--- src/rtl/bcd_serial_alu.sv ---
// Serial BCD add/subtract, one decimal digit per clock, LSD first, with a ten's-complement
// fix-up pass for negative differences. Define BCD_SERIAL_ALU_CHECK_EN to enable input-digit validation.
module bcd_serial_alu #(
  parameter int DIGITS = 4
) (
  input  logic                clk,
  input  logic                rst_n,
  input  logic                start,
  input  logic                op,
  input  logic [4*DIGITS-1:0] bcd_a,
  input  logic [4*DIGITS-1:0] bcd_b,
  output logic                busy,
  output logic                done,
  output logic [4*DIGITS-1:0] result,
  output logic                carry_out,
  output logic                negative,
  output logic                invalid
);

  localparam int W     = 4 * DIGITS;
  localparam int CNT_W = (DIGITS > 1) ? $clog2(DIGITS) : 1;

  typedef enum logic [1:0] {
    S_IDLE,
    S_ADD,
    S_FIX,
    S_DONE
  } state_t;

  state_t             state, state_nxt;
  logic [W-1:0]       a_q, b_q, res_q;
  logic [CNT_W-1:0]   cnt_q;
  logic               op_q, c_q, carry_q, neg_q;
  logic               accept, last_digit, bad_in;
  logic [4:0]         sum_add, sum_fix;

  // One decimal digit step: {carry, digit}, with the >9 decimal correction.
  function automatic logic [4:0] digit_add(input logic [3:0] x, input logic [3:0] y,
                                           input logic ci);
    logic [4:0] s;
    s = {1'b0, x} + {1'b0, y} + {4'd0, ci};
    if (s > 5'd9) return {1'b1, 4'(s - 5'd10)};
    else          return {1'b0, s[3:0]};
  endfunction

  function automatic logic [W-1:0] nines(input logic [W-1:0] v);
    logic [W-1:0] r;
    for (int i = 0; i < DIGITS; i++) r[4*i +: 4] = 4'd9 - v[4*i +: 4];
    return r;
  endfunction

`ifdef BCD_SERIAL_ALU_CHECK_EN
  function automatic logic any_invalid(input logic [W-1:0] a, input logic [W-1:0] b);
    logic r;
    r = 1'b0;
    for (int i = 0; i < DIGITS; i++)
      if (a[4*i +: 4] > 4'd9 || b[4*i +: 4] > 4'd9) r = 1'b1;
    return r;
  endfunction

  logic inv_q;
  assign bad_in  = any_invalid(bcd_a, bcd_b);
  assign invalid = inv_q;
`else
  assign bad_in  = 1'b0;
  assign invalid = 1'b0;
`endif

  assign accept     = start && (state == S_IDLE || state == S_DONE);
  assign last_digit = (cnt_q == CNT_W'(DIGITS - 1));
  assign sum_add    = digit_add(a_q[3:0], b_q[3:0], c_q);
  assign sum_fix    = digit_add(4'd9 - res_q[3:0], 4'd0, c_q);

  assign busy      = (state == S_ADD) || (state == S_FIX);
  assign done      = (state == S_DONE);
  assign result    = res_q;
  assign carry_out = carry_q;
  assign negative  = neg_q;

  always_ff @(posedge clk or negedge rst_n) begin
    if (!rst_n) state <= S_IDLE;
    else        state <= state_nxt;
  end

  always_comb begin
    state_nxt = state;
    case (state)
      S_IDLE: if (start) state_nxt = bad_in ? S_DONE : S_ADD;
      S_ADD:
        if (last_digit) state_nxt = (!op_q || sum_add[4]) ? S_DONE : S_FIX;
      S_FIX:  if (last_digit) state_nxt = S_DONE;
      S_DONE:
        if (start) state_nxt = bad_in ? S_DONE : S_ADD;
        else       state_nxt = S_IDLE;
      default: state_nxt = S_IDLE;
    endcase
  end

  // Digit datapath: operands shift right one digit per ADD cycle, result shifts in from the top.
  always_ff @(posedge clk or negedge rst_n) begin
    if (!rst_n) begin
      a_q     <= '0;
      b_q     <= '0;
      res_q   <= '0;
      cnt_q   <= '0;
      op_q    <= 1'b0;
      c_q     <= 1'b0;
      carry_q <= 1'b0;
      neg_q   <= 1'b0;
`ifdef BCD_SERIAL_ALU_CHECK_EN
      inv_q   <= 1'b0;
`endif
    end else if (accept) begin
      a_q     <= bcd_a;
      b_q     <= op ? nines(bcd_b) : bcd_b;
      op_q    <= op;
      c_q     <= op;
      cnt_q   <= '0;
      res_q   <= '0;
      carry_q <= 1'b0;
      neg_q   <= 1'b0;
`ifdef BCD_SERIAL_ALU_CHECK_EN
      inv_q   <= bad_in;
`endif
    end else begin
      case (state)
        S_ADD: begin
          a_q   <= a_q >> 4;
          b_q   <= b_q >> 4;
          res_q <= W'({sum_add[3:0], res_q} >> 4);
          c_q   <= sum_add[4];
          if (last_digit) begin
            cnt_q <= '0;
            if (!op_q) begin
              carry_q <= sum_add[4];
            end else if (!sum_add[4]) begin
              // No end-around carry: A < B, so the raw result needs ten's complementing.
              neg_q <= 1'b1;
              c_q   <= 1'b1;
            end
          end else begin
            cnt_q <= cnt_q + CNT_W'(1);
          end
        end
        S_FIX: begin
          res_q <= W'({sum_fix[3:0], res_q} >> 4);
          c_q   <= sum_fix[4];
          cnt_q <= last_digit ? '0 : cnt_q + CNT_W'(1);
        end
        default: ;
      endcase
    end
  end

endmodule

--- config.mk ---
export PLATFORM = sky130hd
export DESIGN_NAME = bcd_serial_alu
export DESIGN_NICKNAME = d
export VERILOG_FILES = /design/src/rtl/bcd_serial_alu.sv
export SDC_FILE = /design/constraint.sdc
export NUM_CORES = 1
export LEC_CHECK = 0
export ABC_AREA = 1
export BUFFER_PORTS_ARGS = -buffer_cell sky130_fd_sc_hd__clkbuf_2
export CORE_MARGIN = 3
export CORE_UTILIZATION = 62
export CTS_BUF_LIST = sky130_fd_sc_hd__clkbuf_2
export CTS_CLUSTER_DIAMETER = 80
export DETAILED_ROUTE_END_ITERATION = 8
export PLACE_DENSITY = 0.87
export SYNTH_ARGS = -nofsm -noshare
export SYNTH_HDL_FRONTEND = slang
export SYNTH_SLANG_ARGS = --single-unit
--- constraint.sdc ---
create_clock -name clk -period 4.1 [get_ports clk]
set_input_delay 0 -clock clk [delete_from_list [all_inputs] [get_ports clk]]
set_output_delay 0 -clock clk [all_outputs]
set_load 0.01 [all_outputs]
# == Word-level counts from Yosys, hierarchy flattened ==
# Index checks and enable logic that the tools add are counted.
# op_classes
n_reduce_logical,15
add_sub_neg,11
n_eq_ne,9
n_mux,31
order_cmp,2
# op_table
operator,n
$mux W16,6
$pmux W16 S2,1
$sub A4 B4 Y4 const A,5
$mux W1,14
$mux W2,6
$gt A5 B4 Y1 const B,2
$mux W5,2
$ne A2 B2 Y1 const B,4
$pmux W2 S4,1
$reduce_bool A2 Y1,4
$sub A4 B4 Y4 const B,2
$eq A2 B2 Y1 const B,3
$reduce_and A3 Y1,2
$add A4 B1 Y5,1
$add A4 B4 Y5,1
$add A5 B1 Y5,1
$reduce_and A4 Y1,1
$logic_or A1 B1 Y1,3
$reduce_bool A3 Y1,1
$add A2 B1 Y2 const B,1
$eq A2 B1 Y1 const B,1
$logic_not A2 Y1,1
$ne A2 B1 Y1 const B,1
$pmux W1 S2,1
other kinds (3),3
# word_totals
word_cells,77
in_bits,36
out_inout_bits,21
regBits,56

# == Logic depth before layout (Yosys ltp) ==
# depth
depth_word,9
mapped_depth,16
depth_no_buf,16

# == Least setup slack after synthesis ==
# No wires, ideal clock.
# synth_timing
path_kind,reg-to-reg
startpoint,reg a_q[0]
endpoint,reg res_q[15] (netlist: result[15])
t_required_ps,3983
setup_time_ps,117
arrival_ps,2207
stages_incl_launch_ff,15
slack_ps,1776
synth_period_minus_slack_ps,2324
n_path_buf,0
cell_sequence,dfrtp_1 fa_1 fa_1 inv_1 ha_1 inv_1 nor2_1 a21oi_2 nand2_2 nand2_4 nand2_1 nand2_1 nand2_1 nand3_1 nand2_1
# synth_via
elab_chain_len,6
elab_cells_between_ends,7
classes_between,3 x add/sub; 1 x order compare; 3 x mux
# synth_rtl
item,line_no,rtl
from (decl),31,"logic [W-1:0] a_q, b_q, res_q;"
from (signal assigned),128,a_q <= a_q >> 4;
$add A4 B4 Y5 (*),41,"s = {1'b0, x} + {1'b0, y} + {4'd0, ci};"
$add A5 B1 Y5 (*),41,
$sub A4 B4 Y4 or $gt A5 B4 Y1 (tied branches),42,"if (s > 5'd9) return {1'b1, 4'(s - 5'd10)};"
$mux W5 (*),42,
$pmux W16 S2 (*),126,case (state)
$mux W16 (*),113,end else if (accept) begin
to (signal assigned),130,"res_q <= W'({sum_add[3:0], res_q} >> 4);"
to (signal assigned),146,"res_q <= W'({sum_fix[3:0], res_q} >> 4);"
to (decl),31,
# Every way passes the cells marked *; elsewhere a longest branch is shown, timed or not. The select of a mux whose other input is x is not followed.
# A chain may end at the register's enable or synchronous reset.

# == Worst setup path after layout ==
# layout_timing
startpoint,reg state[0]
endpoint,reg carry_q (netlist: carry_out)
# layout_via
elab_chain_len,5
elab_cells_between_ends,10
classes_between,3 x eq/ne; 1 x mux; 6 x reduce/logical
# layout_rtl
item,line_no,rtl
from (decl),30,"state_t state, state_nxt;"
from (signal assigned),82,else state <= state_nxt;
$eq A2 B2 Y1 or $logic_not A2 Y1 (tied branches),69,assign accept = start && (state == S_IDLE || state == S_DONE);
$logic_or A1 B1 Y1,69,
$logic_and A1 B1 Y1,69,
$ne A2 B1 Y1 (no source line) or $reduce_bool A2 Y1 (tied branches),-,
$reduce_and A3 Y1 (no source line),-,
to (signal assigned),135,carry_q <= sum_add[4];
to (decl),33,"logic op_q, c_q, carry_q, neg_q;"
# Parallel ways exist; a longest one is shown, timed or not.

==> results list <==
- The flow ran to the end, and the final reports show no timing, DRC or antenna violations.
- The largest total area in the synthesized netlist belongs to dfrtp_1.
- Ys async rst share: 100%
* Final instance count without filler cells: 544
* Maximum cell stage delay along the critical path: 0.68 ns
- Number of global-route vias before repair: 3067
- Number of buffer cells added on primary ports: 55
- Overall die area: 6020 um2
- 0 antenna diodes ended up in the layout.
- The congestion estimate from routability-driven global placement came to 0.820.
* H-Tree Depth: 2
- Iteration count of the initial detailed-routing pass: 6
* Worst Clk Skew: 0.0209 ns
- Distinct cell type count after synthesis: 36
- Global routing consumed, over all layers together, 30.8% of the routing resources.
- By instance count, the leading cell after synthesis is nand2_1.
- Setup violations remaining at the end of the flow were counted as 0.
* Utilization of the core after routing: 81.3%
* Wire length per cell: 16.3 um
- Fraction of final layout cells sized beyond drive strength 1: 17.2%
- Synth Area per Inst: 8.10 um2
- Final worst-path cycle share: 67.3%
* Predominant post-synthesis flop cell: dfrtp_1
* Number of pins exceeding their max-slew limit in the final report: 0
* Detailed router's first-iteration violation count: 348
- Post-synth EDFFs: 0
- In this run the count of I/O pins placed on the die edge is 57.
- Proportion of netlist area held by the largest area contributor: 44.1%
* Core Box Area: 4850 um2
- Resized Gates After CTS: 0
* Critical Path End Type: register
- Startpoint-to-endpoint class of the critical path: reg -> reg
- Achievable frequency: 363 MHz
- Overall overflow remaining after global route: 0
- The clock passes through at most 2 buffers.
* Slowest stage cell on the critical path: nor2_4
- HPWL after DPL: 5200 um
* Number of clock sinks: 56
* Leading post-synthesis cells by cell area: dfrtp_1 (44%), nand2_1 (11%), ha_1 (7.5%)
- RSZ-0062 raised after global routing: no
* Clk_lat worst skew: 0.48 ns
- Once the floorplan was initialized, standard cells occupied 65.5% of the core.
- Peak supply drop: 713 uV
* Max Fanout on Critical Path: 34
* Count of unresolved DRC violations after routing: 0
* Antenna-violating nets left: 0
- The initial antenna violation count is 0.
- Clock-pin slew was measured on the worst setup and hold paths at 0.29 ns.
* Sum of internal, switching and leakage power: 0.00357 W
- For this design the static power due to leakage is 2.04 nW.
* Placed insts: 500
* TritonCTS clock tree: done
- In this run the tightest slew margin relative to its limit is 44.7%.
- Count of standard-cell rows: 25
* Kind of path behind the tightest hold check: in -> async
- In the synthesized netlist, the cells that appear most often are nand2_1 (95), dfrtp_1 (56), inv_1 (50).
- Dividing total power by cell area gives a power density of 905 nW/um2.
* Worst setup SP type: register
- Worst-Margin Slew: 0.827 ns
- In the routed layout, each cell is associated on average with a via count of 5.82.
- In this run the horizontal extent of the chip is 77.6 um.
- The signal on the critical path passes through inv_1 -> ha_1 -> nor2_4 -> inv_2 -> o21ai_1 -> o21ai_0 -> o31ai_1.
- Synthesis inferred 56 register bits.
* Pre-CTS setup slack: 1.42 ns
- At the end of the flow, the number of nets in the layout was 533.
* Wirelength, routed: 8860 um
- The number of failing hold endpoints at the final stage came to 0.
- Worst path required time: 4.52 ns
- The first global-routing pass estimated 14500 um of wire.
- Worst-case setup margin in the final layout: 1.34 ns
- For this block, the via count after detailed routing is 3168.
* Cell area after technology mapping: 3180 um2
- Root cell of the clock tree: clkbuf_2
* Max Cap Viol: 0
- Syn nets: 449
* Total number of yosys warnings: 0
- Synthesis produced 392 cells.
- In this run the vertical extent of the chip is 77.6 um.
- Number of buffers created by CTS: 5
- Endpoint arrival time on the critical path: 3.18 ns
* Sequential element share of the synthesized area: 44.1%
* Period minus WS final: 2.76 ns
- Area growth from synthesis to layout: 24.1%
- Maximum number of pins on one net before global-route repair: 57
- Adding up every negative setup slack in the final design gives 0 ns.
kinds of logic after synthesis:
group / synth area share, %
flip-flops: 44.1
AO/OA/AOI/OAI: 13.9
adder cells (fa/ha/maj): 8.75
XOR/XNOR: 1.10
buffers and inverters: 9.18
other: 0.118
AND/OR/NAND/NOR: 22.8
sequential cells by signal, summed over array words and instances, names as in the netlist:
name and count:
a_q 16, b_q 16, result 16, cnt_q 2, state 2, c_q 1
carry_out 1, negative 1, op_q 1
stage by stage:
stage	hold WS (ns)	instance area, um2
2_1_floorplan	-0.296	3180
3_3_place_gp	0.164	3460
3_5_place_dp	0.166	3460
4_1_cts	0.170	3940
5_1_grt	0.232	3940
6_report	0.144	3940
critical path: cells and delay by family, from the launching register on:
family	cells	cell delay (ns)
AND/OR/NAND/NOR	1	0.68
AO/OA/AOI/OAI	3	0.66
buffers and inverters	2	0.53
flip-flops	1	0.45
adder cells (fa/ha/maj)	1	0.38
final timing paths:
check	endpoint	startpoint	cells past startpoint	slack (ns)
setup / recovery	carry_out	state[0]	7	1.34
hold / removal	a_q[11]	rst_n	3	0.14
setup reg to reg	carry_out	state[0]	7	1.34
hold reg to reg	cnt_q[0]	cnt_q[0]	1	0.52
max in group asynchronous	state[1]	rst_n	3	3.49
min in group clk	a_q[1]	bcd_a[1]	4	0.29
area by class of cell:
class	instances	area, um2
well taps	67	83.8
clock inverters	3	90.1
repair buffers	92	643
clock buffers	5	25.0
fillers	293	908
inverters	57	214
multi-input cells	264	1480
flip-flops and latches	56	1400
placed cells by master, fill, tap and decap left out, types with 2 or more instances in the layout:
| cell type | count |
|---|---|
| nand2_1 | 95 |
| clkbuf_2 | 60 |
| dfrtp_1 | 56 |
| inv_1 | 50 |
| nand3_1 | 44 |
| dlygate4sd3_1 | 36 |
| o21ai_0 | 28 |
| ha_1 | 19 |
| nor2_1 | 16 |
| a21oi_1 | 14 |
| o22ai_1 | 10 |
| inv_2 | 7 |
| a22o_1 | 4 |
| o221ai_1 | 4 |
| nor2_4 | 3 |
| o21ai_1 | 3 |
| bufinv_16 | 3 |
| nand2_2 | 2 |
| a21oi_2 | 2 |
| o211ai_1 | 2 |
| o31ai_1 | 2 |
| xnor2_1 | 2 |
| xor2_1 | 2 |
| fa_1 | 2 |
metal layers:
layer  part of all wire [%]  wire length [um]  vias up  track usage [%]
met4                    4.3               378        0             13.2
met3                    7.3               650       48             5.10
li1                       -                 -     1447                -
met1                     38              3390     1482             38.0
met5                      0                 0        -                0
met2                     50              4440      191             53.4
power by group:
group	internal, W	switching [W]
registers	0.000806	0.000174
logic	0.000759	0.00142
clock network	0.000224	0.000181
repair_timing:
item | 4_1_cts | 5_1_grt
setup buffers | 0 | 0
hold buffers | 36 | 0
endpoints found under the setup margin | 0 | 0
endpoints found under the hold margin | 94 | 0
(Power assumes the default switching activity.)
